==> config.mk <==
export PLATFORM = sky130hd
export DESIGN_NAME = dw_result_drain
export DESIGN_NICKNAME = d
export VERILOG_FILES = /design/src/rtl/dw_pkg.sv /design/src/rtl/dw_result_fifo.sv /design/src/rtl/dw_result_drain.sv
export SDC_FILE = /design/constraint.sdc
export NUM_CORES = 1
export LEC_CHECK = 0
export CAP_MARGIN = 20
export CORE_MARGIN = 2
export CORE_UTILIZATION = 60
export DETAILED_ROUTE_END_ITERATION = 7
export HOLD_SLACK_MARGIN = 0.15
export PLACE_DENSITY_LB_ADDON = 0.2
export SLEW_MARGIN = 20
export SYNTH_ARGS = -nofsm -noshare
export SYNTH_HDL_FRONTEND = slang
export SYNTH_SLANG_ARGS = --single-unit
==> constraint.sdc <==
create_clock -name clk -period 26.1 [get_ports clk]
set_input_delay 5.22 -clock clk [delete_from_list [all_inputs] [get_ports clk]]
set_output_delay 5.22 -clock clk [all_outputs]
set_load 0.005 [all_outputs]
==> src/rtl/dw_pkg.sv <==
// Shared types and default sizes for the depthwise result drain path.
// Latency: n/a (declarations only).
// Backpressure: n/a.
package dw_pkg;

   // Frame sequencing states of the drain controller.
   typedef enum logic [1:0] {
      IDLE    = 2'd0,
      COLLECT = 2'd1,
      DRAIN   = 2'd2
   } dw_state_e;

   // Default array geometry: one result word per kcell, kcells per column.
   localparam int DW_OUT_DATA_WIDTH = 32;
   localparam int DW_NUM_KCELLS     = 3;

   // One captured column: all kcell words side by side, kcell 0 in the MS slice.
   localparam int DW_ENTRY_WIDTH = DW_NUM_KCELLS * DW_OUT_DATA_WIDTH;

endpackage

==> src/rtl/dw_result_fifo.sv <==
// Column buffer: synchronous FIFO whose head entry sits in a registered output.
// Latency: a write into an empty FIFO is visible at rd_data on the next cycle.
// Backpressure: writes are refused when full unless a read frees a slot in the same cycle.
module dw_result_fifo
   import dw_pkg::*;
#(
   parameter int WIDTH = DW_ENTRY_WIDTH,
   parameter int DEPTH = 8
) (
   input  logic                       clk,
   input  logic                       reset,
   input  logic                       wr_en,
   input  logic [WIDTH-1:0]           wr_data,
   input  logic                       rd_en,
   output logic [WIDTH-1:0]           rd_data,
   output logic                       empty,
   output logic                       full,
   output logic [$clog2(DEPTH):0]     count
);

   localparam int AW = $clog2(DEPTH);
   localparam logic [AW-1:0] PTR_ONE = AW'(1);
   localparam logic [AW:0]   CNT_ONE = (AW + 1)'(1);
   localparam logic [AW:0]   CNT_MAX = (AW + 1)'(DEPTH);

   logic [WIDTH-1:0] mem [DEPTH];
   logic [AW-1:0]    wr_ptr;
   logic [AW-1:0]    rd_ptr;
   logic             do_rd;
   logic             do_wr;

   // rd_data always mirrors the oldest entry, so a read retires it and
   // exposes the next one in the same edge.
   assign empty = (count == '0);
   assign full  = (count == CNT_MAX);
   assign do_rd = rd_en & ~empty;
   assign do_wr = wr_en & (~full | do_rd);

   // Storage array; left unreset so it can map onto plain register/RAM cells.
   always_ff @(posedge clk) begin
      if (do_wr) begin
         mem[wr_ptr] <= wr_data;
      end
   end

   // Pointers, occupancy and the registered head entry.
   always_ff @(posedge clk) begin
      if (reset) begin
         wr_ptr  <= '0;
         rd_ptr  <= '0;
         count   <= '0;
         rd_data <= '0;
      end else begin
         if (do_wr) begin
            wr_ptr <= wr_ptr + PTR_ONE;
         end
         if (do_rd) begin
            rd_ptr <= rd_ptr + PTR_ONE;
         end
         case ({do_wr, do_rd})
            2'b10:   count <= count + CNT_ONE;
            2'b01:   count <= count - CNT_ONE;
            default: count <= count;
         endcase
         // Next head: the entry behind the current one, or the incoming
         // write when it becomes the only entry.
         if (do_rd) begin
            if (count == CNT_ONE) begin
               if (do_wr) begin
                  rd_data <= wr_data;
               end
            end else begin
               rd_data <= mem[rd_ptr + PTR_ONE];
            end
         end else if (empty && do_wr) begin
            rd_data <= wr_data;
         end
      end
   end

endmodule

==> src/rtl/dw_result_drain.sv <==
// Captures depthwise-array result columns and serialises them into one word per handshake.
// Latency: act_valid at t -> capture at t+PIPE_LAT -> first out_valid at t+PIPE_LAT+1.
// Backpressure: out_ready stalls the serialiser; FIFO absorbs columns, overflowing ones are dropped.
// Optional build macro DW_DRAIN_RELU_EN: clamp negative output words to zero.
module dw_result_drain
   import dw_pkg::*;
#(
   parameter int OUT_DATA_WIDTH = DW_OUT_DATA_WIDTH,
   parameter int NUM_KCELLS     = DW_NUM_KCELLS,
   parameter int PIPE_LAT       = 4,
   parameter int FIFO_DEPTH     = 8,
   parameter int CNT_WIDTH      = 16
) (
   input  logic                                 clk,
   input  logic                                 reset,
   input  logic                                 start,
   input  logic [CNT_WIDTH-1:0]                 num_cols,
   input  logic                                 act_valid,
   input  logic [NUM_KCELLS*OUT_DATA_WIDTH-1:0] result,
   output logic [OUT_DATA_WIDTH-1:0]            out_data,
   output logic                                 out_valid,
   input  logic                                 out_ready,
   output logic                                 out_last,
   output logic                                 busy,
   output logic                                 done,
   output logic                                 overflow
);

   localparam int ENTRY_W = NUM_KCELLS * OUT_DATA_WIDTH;
   localparam int IDX_W   = (NUM_KCELLS > 1) ? $clog2(NUM_KCELLS) : 1;
   localparam int FCNT_W  = $clog2(FIFO_DEPTH) + 1;
   localparam logic [IDX_W-1:0]     LAST_IDX = IDX_W'(NUM_KCELLS - 1);
   localparam logic [IDX_W-1:0]     IDX_ONE  = IDX_W'(1);
   localparam logic [CNT_WIDTH-1:0] COL_ONE  = CNT_WIDTH'(1);
   localparam logic [FCNT_W-1:0]    FCNT_ONE = FCNT_W'(1);

   dw_state_e              state;
   dw_state_e              state_nxt;
   logic                   finish;
   logic [PIPE_LAT-1:0]    vld_pipe;
   logic                   res_valid;
   logic [CNT_WIDTH-1:0]   num_cols_q;
   logic [CNT_WIDTH-1:0]   col_cnt;
   logic                   last_stored;
   logic                   ovf_q;
   logic                   done_q;
   logic                   capture;
   logic                   cap_last_col;
   logic                   drop;
   logic                   fifo_empty;
   logic                   fifo_full;
   logic [FCNT_W-1:0]      fifo_count;
   logic [ENTRY_W-1:0]     head;
   logic [IDX_W-1:0]       idx;
   logic                   word_last;
   logic                   hs;
   logic                   pop;
   logic [OUT_DATA_WIDTH-1:0] word;

   // Result column is valid PIPE_LAT cycles after its activation strobe.
   assign res_valid = vld_pipe[PIPE_LAT-1];

   // Columns are only taken while collecting; a full FIFO drops the column
   // unless the serialiser retires the head entry in the same cycle.
   assign capture      = (state == COLLECT) & res_valid;
   assign cap_last_col = capture & (col_cnt == num_cols_q - COL_ONE);
   assign drop         = capture & fifo_full & ~pop;

   // The FIFO head register is the serialiser's current entry; idx walks
   // its words, and the entry is retired when its last word is accepted.
   assign out_valid = ~fifo_empty;
   assign word_last = (idx == LAST_IDX);
   assign hs        = out_valid & out_ready;
   assign pop       = hs & word_last;

   // The frame's final column, when kept, is always the newest entry, so it
   // is the last word of the sole remaining entry once collection is over.
   assign out_last = out_valid & word_last & (fifo_count == FCNT_ONE)
                   & (state == DRAIN) & last_stored;

   assign busy     = (state != IDLE);
   assign done     = done_q;
   assign overflow = ovf_q;

   dw_result_fifo #(
      .WIDTH (ENTRY_W),
      .DEPTH (FIFO_DEPTH)
   ) u_fifo (
      .clk     (clk),
      .reset   (reset),
      .wr_en   (capture),
      .wr_data (result),
      .rd_en   (pop),
      .rd_data (head),
      .empty   (fifo_empty),
      .full    (fifo_full),
      .count   (fifo_count)
   );

   // Pick the current word from the head entry, kcell 0 (MS slice) first.
   always_comb begin
      word = '0;
      for (int k = 0; k < NUM_KCELLS; k++) begin
         if (idx == IDX_W'(k)) begin
            word = head[(NUM_KCELLS-1-k)*OUT_DATA_WIDTH +: OUT_DATA_WIDTH];
         end
      end
   end

`ifdef DW_DRAIN_RELU_EN
   assign out_data = (out_valid & ~word[OUT_DATA_WIDTH-1]) ? word : '0;
`else
   assign out_data = out_valid ? word : '0;
`endif

   // Next-state and frame-completion decode.
   always_comb begin
      state_nxt = state;
      finish    = 1'b0;
      case (state)
         IDLE: begin
            if (start) begin
               if (num_cols == '0) begin
                  finish = 1'b1;
               end else begin
                  state_nxt = COLLECT;
               end
            end
         end
         COLLECT: begin
            if (cap_last_col) begin
               state_nxt = DRAIN;
            end
         end
         DRAIN: begin
            // A dropped final column never produces out_last, so finish on empty.
            if ((hs & out_last) | (fifo_empty & ~last_stored)) begin
               state_nxt = IDLE;
               finish    = 1'b1;
            end
         end
         default: state_nxt = IDLE;
      endcase
   end

   // State register and registered done pulse.
   always_ff @(posedge clk) begin
      if (reset) begin
         state  <= IDLE;
         done_q <= 1'b0;
      end else begin
         state  <= state_nxt;
         done_q <= finish;
      end
   end

   // Activation-valid delay line, running in every state.
   always_ff @(posedge clk) begin
      if (reset) begin
         vld_pipe <= '0;
      end else begin
         vld_pipe[0] <= act_valid;
         for (int i = 1; i < PIPE_LAT; i++) begin
            vld_pipe[i] <= vld_pipe[i-1];
         end
      end
   end

   // Per-frame bookkeeping: column count, final-column tracking, sticky overflow.
   always_ff @(posedge clk) begin
      if (reset) begin
         num_cols_q  <= '0;
         col_cnt     <= '0;
         last_stored <= 1'b0;
         ovf_q       <= 1'b0;
      end else if ((state == IDLE) && start) begin
         num_cols_q  <= num_cols;
         col_cnt     <= '0;
         last_stored <= 1'b0;
         ovf_q       <= 1'b0;
      end else if (capture) begin
         col_cnt <= col_cnt + COL_ONE;
         if (drop) begin
            ovf_q <= 1'b1;
         end
         if (cap_last_col && !drop) begin
            last_stored <= 1'b1;
         end
      end
   end

   // Word index within the head entry; advances only on handshake.
   always_ff @(posedge clk) begin
      if (reset) begin
         idx <= '0;
      end else if (hs) begin
         idx <= word_last ? '0 : idx + IDX_ONE;
      end
   end

endmodule

=== Word-level counts from Yosys, hierarchy flattened ===
Memories as Yosys holds them, arrays and structs flattened.
Index checks and enable logic that the tools add are counted.

* Add/sub/neg operators: 7
* $mul: 0
* Div/mod/pow operators: 0
* Magnitude comparators: 0
* Eq/ne operators: 14
* Shifts and indexed selects: 0
* Mux-type cells: 21
* Bitwise logic cells: 20
* Reduce and logical (&&, ||, !) cells: 16

{| class="wikitable"
|+ Operators with widths
! operator !! count
|-
| 96-bit 2-to-1 mux || 4
|-
| 32-bit 2-to-1 mux || 4
|-
| 16-bit by 1-bit adder with 16-bit output, second input constant || 1
|-
| 16-bit equality test || 1
|-
| 16-bit zero test || 1
|-
| 16-bit by 1-bit subtractor with 16-bit output, second input constant || 1
|-
| 1-bit AND || 14
|-
| 2-bit 2-to-1 mux || 5
|-
| 4-bit one-hot mux with 2 select lines || 1
|-
| 3-bit by 1-bit adder with 3-bit output, second input constant || 2
|-
| 2-bit by 1-bit equality test with 1-bit output, second input constant || 3
|-
| 2-bit equality test, second input constant || 3
|-
| 2-bit inequality test, second input constant || 3
|-
| 2-bit one-hot mux with 3 select lines || 1
|-
| 2-bit AND reduction || 3
|-
| 2-bit nonzero test || 3
|-
| 1-bit 2-to-1 mux || 5
|-
| 4-bit by 1-bit adder with 4-bit output, second input constant || 1
|-
| 4-bit by 1-bit equality test with 1-bit output, second input constant || 1
|-
| 4-bit equality test, second input constant || 1
|-
| 2-bit zero test || 2
|-
| 4-bit zero test || 1
|-
| 1-bit NOT || 4
|-
| 4-bit AND reduction || 1
|-
| other kinds (9) || 12
|}

* Register bits: 149
* Latch bits: 0
* Memory bits (writable): 768
* Bits in read-only memories: 0
* Input port bits: 117
* Output and inout bits: 37
* Word-level logic and storage cells: 91
* Memories: 1

{| class="wikitable"
|+ Memory list
! memory !! depth !! bits a word !! read ports !! clocked after memory_dff !! wr ports !! line !! source
|-
| u_fifo.mem || 8 || 96 || 1 || 0 || 1 || dw_result_fifo.sv:26 || <nowiki>logic [WIDTH-1:0] mem [DEPTH];</nowiki>
|}

=== Longest topological paths before layout ===
* Depth in word-level cells: 10
* Mapped depth: 13

=== Cells and area by module ===
From an unflattened synthesis, not the netlist that was laid out.

* Cell total of the unflattened synthesis: 2,281
* Area, all modules: 36,651.4 um2

{| class="wikitable"
|+ Modules (own cells, without submodules)
! module !! instances !! cells an instance !! area each (um2) !! sequential area each (um2)
|-
| dw_result_fifo || 1 || 1,851 || 33,533.4 || 25,184.2
|-
| dw_result_drain || 1 || 430 || 3,118.0 || 860.8
|}

=== Least setup slack after synthesis ===
Ideal clock, no wire load.

* Path type: input-to-reg
* Start point: input out_ready
* End point: memory u_fifo.mem[2][0] in the netlist's numbering (enable)
* Setup time: 0.820 ns
* Data arrival time: 15.494 ns
* Data required time: 25.280 ns
* Path slack: 9.786 ns
* Cell stages on the path: 3
* Path buffers: 0
* Cell sequence: and3b_1 -> o21ai_1 -> nor4b_1

* Cells in the longest elaborated chain, start to end: 7

{| class="wikitable"
|+ Ends and longest elaborated chain
! item !! line !! source
|-
| from (decl) || dw_result_drain.sv:22 || <nowiki>input logic out_ready,</nowiki>
|-
| 1-bit AND || dw_result_drain.sv:73 || <nowiki>assign hs = out_valid & out_ready;</nowiki>
|-
| 1-bit AND || dw_result_drain.sv:74 || <nowiki>assign pop = hs & word_last;</nowiki>
|-
| 1-bit AND || dw_result_fifo.sv:36 || <nowiki>assign do_rd = rd_en & ~empty;</nowiki>
|-
| 1-bit bitwise OR || dw_result_fifo.sv:37 || <nowiki>assign do_wr = wr_en & (~full | do_rd);</nowiki>
|-
| 1-bit AND || dw_result_fifo.sv:37 ||
|-
| 1-bit 2-to-1 mux || dw_result_fifo.sv:41 || <nowiki>if (do_wr) begin</nowiki>
|-
| 1-bit 2-to-1 mux (implied by the code) || dw_result_fifo.sv:42 || <nowiki>mem[wr_ptr] <= wr_data;</nowiki>
|-
| to (decl) || dw_result_fifo.sv:26 ||
|}

No other way between the ends.

=== Worst setup path after layout ===
* Start point: input out_ready
* End point: memory u_fifo.mem[7][57] in the netlist's numbering (enable)

Same word-level chain as after synthesis.

==> results.md <==
Global routing:
- The first global-routing pass estimated 123.2 mm of wire.
- The number of antenna violations at the first check in global routing is 10.
- The pin count of the biggest net entering global routing is a little under 200.
- Across every metal layer, demand over resource in global routing totals roughly a quarter.
- The via count of the first global-routing pass is about 20,000.
- Summed over all layers, the global routing overflow is 0.

Yosys:
- Counting distinct cell types in the post-synthesis netlist gives 52.
- In the synthesized netlist, the number of instances is between 2,000 and 2,500.
- The post-synthesis cell area is 36,050 um^2.
- Counting every net in the synthesized netlist gives 2,174.
- By area the synthesized netlist is led by sky130_fd_sc_hd__edfxtp_1 (64%), sky130_fd_sc_hd__mux4_2 (12%), sky130_fd_sc_hd__dfxtp_1 (8.3%).
- For this run, the register share of the synthesized area comes to approximately 72%.
- Of all cell types, the one taking the most synthesized area is sky130_fd_sc_hd__edfxtp_1.
- The synthesized design contains 768 enable-type register cells.
- The yosys synthesis warning count is 0.
- The synthesis-stage register bit count is 917.
- The proportion of netlist area held by the largest area contributor is between 60% and 70%.
- The most used flip-flop cell after synthesis is sky130_fd_sc_hd__edfxtp_1.
- The mean instance size in the synthesized netlist is 17.59 um^2.
- After synthesis, the share of flip-flops with an asynchronous set or reset is 0%.

Finish:
- The finished layout cell area is 41,380 um^2.
- The core utilization of the finished layout is 69.85%.
- In the layout the commonest cells are sky130_fd_sc_hd__edfxtp_1 (768), sky130_fd_sc_hd__mux4_2 (192), sky130_fd_sc_hd__nand2_1 (156), sky130_fd_sc_hd__clkdlybuf4s50_1 (153), sky130_fd_sc_hd__dfxtp_1 (147).
- Of the cells placed in the final design, the portion with a size suffix greater than 1 is 17.08%.
- The area growth from synthesis to layout is 14.77%.
- The number of nets in the layout is 2,324.
- Leaving out fill and tap cells, the most frequent cell in the layout is sky130_fd_sc_hd__edfxtp_1.

Detailed routing:
- The count of nets left with antenna violations once routing finished came out at 0.
- The length of the first detailed-routing pass in iterations is 7.
- The vias per cell is 6.316.
- The routed design has 80.96 mm of wire.
- The detailed-route wire length per cell is 26.47 um.
- The total DRC errors in the routed layout is 0.
- The number of DRC markers after the initial detailed-route iteration is 1,928.
- The detailed router placed 19,315 vias in this run.

CTS:
- CTS placed an instance of sky130_fd_sc_hd__clkbuf_16 at the clock tree root.
- The deepest clock path buffer count is 3.
- After clock tree synthesis, the clock-pin slew on the worst setup and hold paths is 60 ps.
- Clock latency on the worst-skew pair, taken at its later pin, is 630 ps.
- Counting every sink on the clock net gives 917.
- TritonCTS built the clock tree.
- The number of gates resized after cts is 0.
- The number of clock buffers added by TritonCTS is 91.
- The H-tree depth reported by CTS is 3.
- The number of hold buffers added after CTS was 0.
- The setup fix buffers added after clock tree synthesis is 0.

Timing:
- The maximum clock skew at final layout is roughly 19 ps.
- The upper clock frequency limit is 120.0 MHz.
- The worst max-slew margin expressed relative to the limit is 22.81%.
- Setup repair after global routing left no endpoint under its margin.
- The number of hold violations in the final report came to 0.
- At the pin with the least slew margin, the transition time is roughly 1200 ps.
- The time the worst path needs with I/O delays and setup is approximately 8300 ps.
- After routing, the total negative slack on setup checks comes to 0 ps.
- In the finished design, the share of the clock period the worst path needs comes to between 30% and 40%.
- The final-report max-slew violation count is 0.
- Once routing completed, OpenROAD measured the worst setup slack at ~18,000 ps.
- Setup violations remaining at the end of the flow were counted as 0.

Worst setup path:
- The data arrival time of the worst path is 8580 ps.
- The largest incremental delay on the critical path is 780 ps.
- The startpoint of the worst register-to-register path is u_fifo.rd_ptr[0].
- Counting both buffers and inverters, the worst setup path holds a total of 3.
- STA classifies the critical path startpoint as an input pin.
- The most critical setup path has its startpoint at out_ready.
- The maximum fanout along the worst path is 51.
- STA puts the critical path data required time at 26,350 ps.
- The slowest cell on the critical path is sky130_fd_sc_hd__buf_4.
- The cell class contributing the biggest share of worst-path delay is buffers and inverters.
- The kind of end point of the critical path is a flop.
- The critical path goes through clkdlybuf4s50_1 > and3b_1 > nor2_1 > nor2_1 > nand2_1 > nor2_4 > buf_4 > buf_4.
- The critical path class is in2reg.

Worst hold path:
- The path class of the tightest hold or removal check is reg2reg.
- The worst hold path begins at vld_pipe[2].

Placed design:
- The standard cell area after detailed placement is 38,390 um^2.
- The setup slack after placement is about 17,000 ps.
- The global placement routability congestion is 0.8327.
- Buffers placed on the I/O ports in this run total 153.
- Detailed placement ended at an HPWL of 45.87 mm.

Outcome:
- The flow ran to the end, and the final reports show no timing, DRC or antenna violations.

Floorplanning:
- The area of the core is between 50,000 and 60,000 um^2.
- During I/O placement, the number of pins put on the boundary was 154.
- In this run the core area contains 89 standard-cell rows.
- The initial standard-cell utilization of the core is 60.86%.
- The floorplan step defined a die boundary enclosing roughly 62,000 um^2.
- The width of the die is approximately 250 um.
- The die outline height is 249.1 um.

Pwr:
- The power density over the cells is 71.20 nW/um^2.
- The design draws around 0.0029 W.
- The worst-case vdd ir drop is 56.54 uV.
- In this run the static leakage power is between 10 and 15 nW.

Job:
- The number of max-capacitance violations reported is 0.
[report_power, final]
part	leakage (nW)	internal [W]	switching, W
clock network	1.43	0.000738	0.000538
registers	8.11	0.00159	0.00000432
logic	2.98	0.0000308	0.0000470
total	12.5	0.00236	0.000590
[cells in the mapped netlist, drive strengths merged (4+ instances only)]
library cell,n
nand4,8
ha,7
nor3,11
buf,44
clkbuf,89
o21ai,102
nor4,11
nor2,108
dfxtp,149
nand2,156
or3,8
a21oi,59
xnor2,21
mux4,192
nand3,7
o2bb2ai,96
nand2b,6
edfxtp,768
inv,12
xor2,20
mux2i,128
nor2b,7
nor3b,5
o22ai,4
[final timing paths]
kind,end,slack [ps],cells after the start
max,u_fifo.mem[7][57],17770,8
min,vld_pipe[3],450,1
max reg2reg,u_fifo.rd_data[46],21260,10
min reg2reg,vld_pipe[3],450,1
[registers in the layout, indices dropped and copies added (netlist names)]
name            cells
u_fifo.wr_ptr       3
idx                 2
vld_pipe            4
last_stored         1
u_fifo.rd_data     96
overflow            1
done                1
u_fifo.rd_ptr       3
u_fifo.mem        768
u_fifo.count        4
col_cnt            16
state               2
num_cols_q         16
[area by class of cell]
class                           count  area [um^2]
Antenna cell                        7        17.52
Clock buffer                      119         2465
Clock inverter                     52        475.5
Fill cell                        3766        17860
Inverter                           12        45.04
Multi-Input combinational cell    988         9504
Sequential cell                   917        26050
Tap cell                          773        967.2
Timing Repair Buffer              190         1854
[per-stage QoR]
| stage | instances | hold WS [ps] |
|---|---|---|
| after detailed placement | 2879 | 437.0 |
| after CTS | 3050 | 458.5 |
| after global routing | 3058 | 475.2 |
| final | 3058 | 451.6 |
| after floorplan | 2050 | 413.8 |
| after global placement | 2879 | 442.7 |
[cell families (layout without fill, tap and decap cells)]
kind of cell	count (synthesis)	count (layout)	share of synthesized area, %
other cells	0	7	0
simple gates	346	346	4.303
flops	917	917	72.24
fa+ha+maj	7	7	0.2429
xor+xnor	41	41	0.9960
mux	322	322	15.61
buf+inv	145	373	1.687
compound gates	272	272	4.921
[layer usage]
metal	up-vias	part of all wire, %	global-route usage, %
li1	8432	-	-
met5	-	0.051	0
met4	6	2.4	9.208
met3	130	7.5	4.744
met2	786	50	43.20
met1	9961	40	36.83
No activity file was read; power rests on OpenSTA's default activity.
